--- config.mk ---
export PLATFORM = sky130hd
export DESIGN_NAME = string_lights_n
export DESIGN_NICKNAME = d
export VERILOG_FILES = /design/src/rtl/string_lights_n.sv
export SDC_FILE = /design/constraint.sdc
export NUM_CORES = 1
export LEC_CHECK = 0
export ABC_CLOCK_PERIOD_IN_PS = 1960
export CAP_MARGIN = 20
export CORE_AREA = 5 5 67 54
export CTS_CLUSTER_SIZE = 16
export DETAILED_ROUTE_END_ITERATION = 16
export DIE_AREA = 0 0 72 59
export PLACE_DENSITY = 0.77
export SLEW_MARGIN = 20
export SYNTH_ARGS = -nofsm -noshare
export SYNTH_HDL_FRONTEND = slang
export SYNTH_SLANG_ARGS = --single-unit
--- constraint.sdc ---
create_clock -name clk -period 1.96 [get_ports clk]
set_input_delay 0.294 -clock clk [delete_from_list [all_inputs] [get_ports clk]]
set_output_delay 0.294 -clock clk [all_outputs]
set_load 0.05 [all_outputs]
--- src/rtl/string_lights_n.sv ---
// rtl/string_lights_n.sv - parametrised N-LED string pattern generator with prescaled stepping
module string_lights_n #(
   parameter int N_LEDS = 10,
   parameter int DIV_W  = 4
) (
   input  logic              clk,
   input  logic              reset,
   input  logic              enable,
   input  logic [1:0]        mode,
   input  logic [DIV_W-1:0]  speed,
   output logic [N_LEDS-1:0] leds,
   output logic              tick
);

   typedef enum logic [1:0] {
      MODE_CALM   = 2'b00,
      MODE_UP     = 2'b01,
      MODE_DN     = 2'b10,
      MODE_BOUNCE = 2'b11
   } mode_t;

   typedef enum logic {
      DIR_UP = 1'b0,
      DIR_DN = 1'b1
   } dir_t;

   // Even bits lit: ...0101
   function automatic logic [N_LEDS-1:0] calm_pattern();
      logic [N_LEDS-1:0] v;
      for (int i = 0; i < N_LEDS; i++) begin
         v[i] = ((i % 2) == 0);
      end
      return v;
   endfunction

   localparam logic [N_LEDS-1:0] CALM_A  = calm_pattern();
   localparam logic [N_LEDS-1:0] CALM_B  = ~CALM_A;
   localparam logic [N_LEDS-1:0] SEED_UP = {{(N_LEDS-1){1'b0}}, 1'b1};
   localparam logic [N_LEDS-1:0] SEED_DN = {1'b1, {(N_LEDS-1){1'b0}}};

   logic [DIV_W-1:0]  cnt;
   mode_t             mode_q;
   dir_t              dir;
   mode_t             mode_in;
   logic              step;
   logic              one_hot;
   logic [N_LEDS-1:0] next_leds;
   dir_t              next_dir;

   assign mode_in = mode_t'(mode);

   // The >= compare lets a lowered speed take effect on the very next enabled cycle.
   assign step = enable && (cnt >= speed);

   // Guards the moving-dot modes against a corrupted pattern.
   assign one_hot = (leds != '0) && ((leds & (leds - {{(N_LEDS-1){1'b0}}, 1'b1})) == '0);

   // Next pattern/direction, used only on step cycles.
   always_comb begin
      next_leds = leds;
      next_dir  = dir;
      if (mode_in != mode_q) begin
         // A new mode only reseeds; advancing starts on the following step.
         case (mode_in)
            MODE_CALM:   next_leds = CALM_A;
            MODE_UP:     next_leds = SEED_UP;
            MODE_DN:     next_leds = SEED_DN;
            MODE_BOUNCE: begin
               next_leds = SEED_UP;
               next_dir  = DIR_UP;
            end
         endcase
      end else begin
         case (mode_q)
            MODE_CALM: begin
               next_leds = (leds == CALM_A) ? CALM_B : CALM_A;
            end
            MODE_UP: begin
               if (!one_hot) next_leds = SEED_UP;
               else          next_leds = {leds[N_LEDS-2:0], leds[N_LEDS-1]};
            end
            MODE_DN: begin
               if (!one_hot) next_leds = SEED_DN;
               else          next_leds = {leds[0], leds[N_LEDS-1:1]};
            end
            MODE_BOUNCE: begin
               if (!one_hot) begin
                  next_leds = SEED_UP;
                  next_dir  = DIR_UP;
               end else if (dir == DIR_UP) begin
                  if (leds[N_LEDS-1]) begin
                     // Already at the top with the wrong direction: turn around.
                     next_leds = leds >> 1;
                     next_dir  = DIR_DN;
                  end else begin
                     next_leds = leds << 1;
                     // Turn as the dot lands on the end so the end is shown once.
                     if (leds[N_LEDS-2]) next_dir = DIR_DN;
                  end
               end else begin
                  if (leds[0]) begin
                     next_leds = leds << 1;
                     next_dir  = DIR_UP;
                  end else begin
                     next_leds = leds >> 1;
                     if (leds[1]) next_dir = DIR_UP;
                  end
               end
            end
         endcase
      end
   end

   // Prescaler, pattern state and the registered step strobe.
   always_ff @(posedge clk) begin
      if (!reset) begin
         leds   <= CALM_A;
         mode_q <= MODE_CALM;
         cnt    <= '0;
         dir    <= DIR_UP;
         tick   <= 1'b0;
      end else begin
         tick <= step;
         if (enable) begin
            if (step) begin
               cnt    <= '0;
               leds   <= next_leds;
               dir    <= next_dir;
               mode_q <= mode_in;
            end else begin
               cnt <= cnt + DIV_W'(1);
            end
         end
      end
   end

endmodule

==> flow_metrics.py <==
metrics = {
    "global_route": {
        "grt_max_degree": 15,
        "antenna_found_initial": 0,
        "grt_pass1_wl_um": 6820,
        "met2_usage_pct": 35.7,
        "top_usage_layer": "met2",
        "overflow": 0,
        "grt_pass1_vias": 1485,
        "met1_usage_pct": 25.2,
        "track_usage_pct": 20.7,
        "grtUsageMet3_pct": 4.58,
    },
    "power": {
        "leakage_nw": 0.714,
        "ir_drop_v": 0.000359,
        "power.density_nw_per_um2": 576,
        "total_power_mw": 1.07,
    },
    "min_path": {
        "hp-start": "mode_q[1]$_SDFFE_PN0P_",
        "worstHoldPathType": "reg -> reg",
    },
    "die": {
        "fp.dieArea_um2": 4250,
        "die_h_um": 59,
        "initial_core_util_pct": 45.8,
        "io_pins": 20,
        "core_region_area_um2": 2850,
        "fp.dieW_um": 72,
        "num_rows": 17,
    },
    "synthesis": {
        "yosysWarnings": 0,
        "synth_fp_nets": 189,
        "syn_inst": 175,
        "yosysSeqAreaShare_pct": 27.6,
        "synth_enable_flop_cells": 0,
        "post-synth-top-area-cell": "dfxtp_1",
        "yosys_most_used_dff": "dfxtp_1",
        "synth_area_leaders": "dfxtp_1, nor2_1, nand2_1",
        "synth-async-reset-ratio_pct": 0,
        "yosysUniqueCellTypes": 40,
        "synth.top_cell.area_share_pct": 27.6,
        "synth_area_per_cell_um2": 7.46,
        "yosys_register_bits": 18,
        "netlist_area_um2": 1310,
    },
    "worst_setup_path": {
        "crit_path_top_delay_cell": "clkdlybuf4s50_1",
        "critical_path.top_delay_family": "compound AO/OA/AOI/OAI gates",
        "arrival_ns": 2.18,
        "crit_buf_inv": 3,
        "crit_chain": "clkdlybuf4s50_1 -> inv_1 -> ha_1 -> o211ai_1 -> o21a_2 -> buf_6 -> a2111o_1 -> a21oi_2",
        "max_stage_delay_ns": 0.48,
        "cp-startpoint": "speed[2]",
        "reg2reg_from": "leds[9]$_SDFFE_PN0P_",
        "worst-path-max-fanout": 7,
        "start_kind": "input pin",
        "end_kind": "flop",
        "critical_path_class": "in -> reg",
        "cp.required_ns": 2.15,
    },
    "cts": {
        "clk_pin_slew_ns": 0.06,
        "cts.sinks": 18,
        "cts_buffers": 3,
        "htreeDepth": 1,
        "ctsHoldBuffers": 0,
        "cts_tree": "yes",
        "clock_latency_ns": 0.26,
        "root_buffer": "clkbuf_8",
        "clockBufferDepth": 2,
    },
    "cells_and_area": {
        "fillCellCount": 248,
        "area_growth_pct": 42.9,
        "seqCellArea_um2": 377,
        "stdcell_count": 251,
        "multi_input_area_um2": 963,
        "diodes": 0,
        "final_util_pct": 65.4,
        "nets": 228,
        "layout-drive-gt1-share_pct": 32.4,
    },
    "timing": {
        "hold_viol_final": 0,
        "skew_ns": 0.00582,
        "relSlewSlack_pct": 66.0,
        "tightest_slew_ns": 0.508,
        "final_max_slew_viol_count": 0,
        "setup_viol_count_final": 7,
        "worst_slack_ns": -0.0272,
        "max_freq_mhz": 503,
        "rsz0062_at_grt": "yes",
        "period_needed_ns": 1.99,
        "fin_crit_sh_pct": 101,
    },
    "route": {
        "drtPass1Iterations": 5,
        "num_vias": 1583,
        "drc_errors": 0,
        "post_drt_via_cell_ratio": 6.31,
        "drt_iter0_markers": 117,
        "drt-wirelength-per-cell_um": 17.3,
        "ant_nets": 0,
        "routed_wl_um": 4340,
    },
    "run": {
        "max_cap_violations": 0,
    },
    "placement": {
        "port_buffers": 19,
        "dp_hpwl_um": 3230,
        "place.gp.congestion": 0.954,
        "pre_cts_ws_ns": -0.378,
        "dpl.cell_count": 244,
    },
    "run_status": {
        "outcome": "complete, but fails checks",
        "violations": "setup timing",
    },
}
[registers in the layout, summed over array words and instances, names as in the netlist]
signal and flops:
cnt 4, dir 1, leds 10, mode_q 2, tick 1
[cell usage in the layout (no fill, tap or decap), types with 5 or more instances in the layout]
cell / count
dfxtp_1: 9
a21oi_1: 8
inv_1: 8
o221a_2: 5
ha_1: 5
o21ai_0: 11
nor2_1: 21
nor3_1: 6
o21a_1: 6
dfxtp_2: 7
buf_4: 28
clkdlybuf4s50_1: 17
nand2_1: 17
[power by group]
part	internal [mW]	total [mW]	leakage, nW	switching, mW
Clock	0.179	0.307	0.0288	0.129
Combinational	0.156	0.352	0.538	0.196
Sequential	0.386	0.415	0.148	0.0293
Total	0.721	1.07	0.714	0.354
[through the flow]
step                hold WS, ns  setup TNS, ns  instance area (µm²)
detailed placement        0.506          -4.80                 1670
global route              0.566         -0.717                 1860
finish                    0.512         -0.122                 1860
floorplan                 0.434        -0.0815                 1320
CTS                       0.515       -0.00201                 1760
global placement          0.495          -3.31                 1670
[per-layer routing]
layer	vias up	share of wire [%]
li1	716	-
met1	733	38
met2	111	47
met3	23	12
met4	0	3.2
met5	-	0
[kinds of logic after synthesis]
group	share of synthesized area, %
multiplexers	1.53
flip-flops	27.6
AND/OR/NAND/NOR	24.5
XOR/XNOR	3.36
buffers and inverters	6.71
AO/OA/AOI/OAI	30.7
adder cells (fa/ha/maj)	5.56
[tightest hold or removal path, stage by stage (launching register included)]
cell     delay (ns)
dfxtp_1        0.34
nand2_1        0.07
a21oi_1        0.06
[worst paths after layout]
| kind | to | slack [ns] | cells after the start |
|---|---|---|---|
| hold / removal | mode_q[1]$_SDFFE_PN0P_ | 0.51 | 2 |
| setup reg to reg | leds[7]$_SDFFE_PN0P_ | -0.01 | 7 |
| setup / recovery | leds[3]$_SDFFE_PN0P_ | -0.03 | 8 |
| hold reg to reg | mode_q[1]$_SDFFE_PN0P_ | 0.51 | 2 |
[repair_timing]
| item | in CTS | in global routing |
|---|---|---|
| gates cloned | 0 | 0 |
| pin swaps | 5 | 7 |
| buffers inserted | 1 | 2 |
| resized for setup | 8 | 17 |
| setup endpoints to repair | 9 | 11 |
[cell usage after synthesis (4+ instances only)]
master    count
a21oi_1       8
a22oi_1       4
clkbuf_1      8
dfxtp_1      18
ha_1          5
inv_1         8
nand2_1      20
nand3_1       5
nor2_1       22
nor3_1        9
o21a_1        7
o21ai_0      12
o221a_2       5
xor2_1        4
[area by class of cell]
cell class | instances | share of cell area [%]
repair buffers | 46 | 21.0
well taps | 38 | 2.55
flip-flops and latches | 18 | 20.2
clock buffers | 4 | 2.95
multi-input cells | 137 | 51.7
inverters | 8 | 1.61
(Power assumes the default switching activity.)
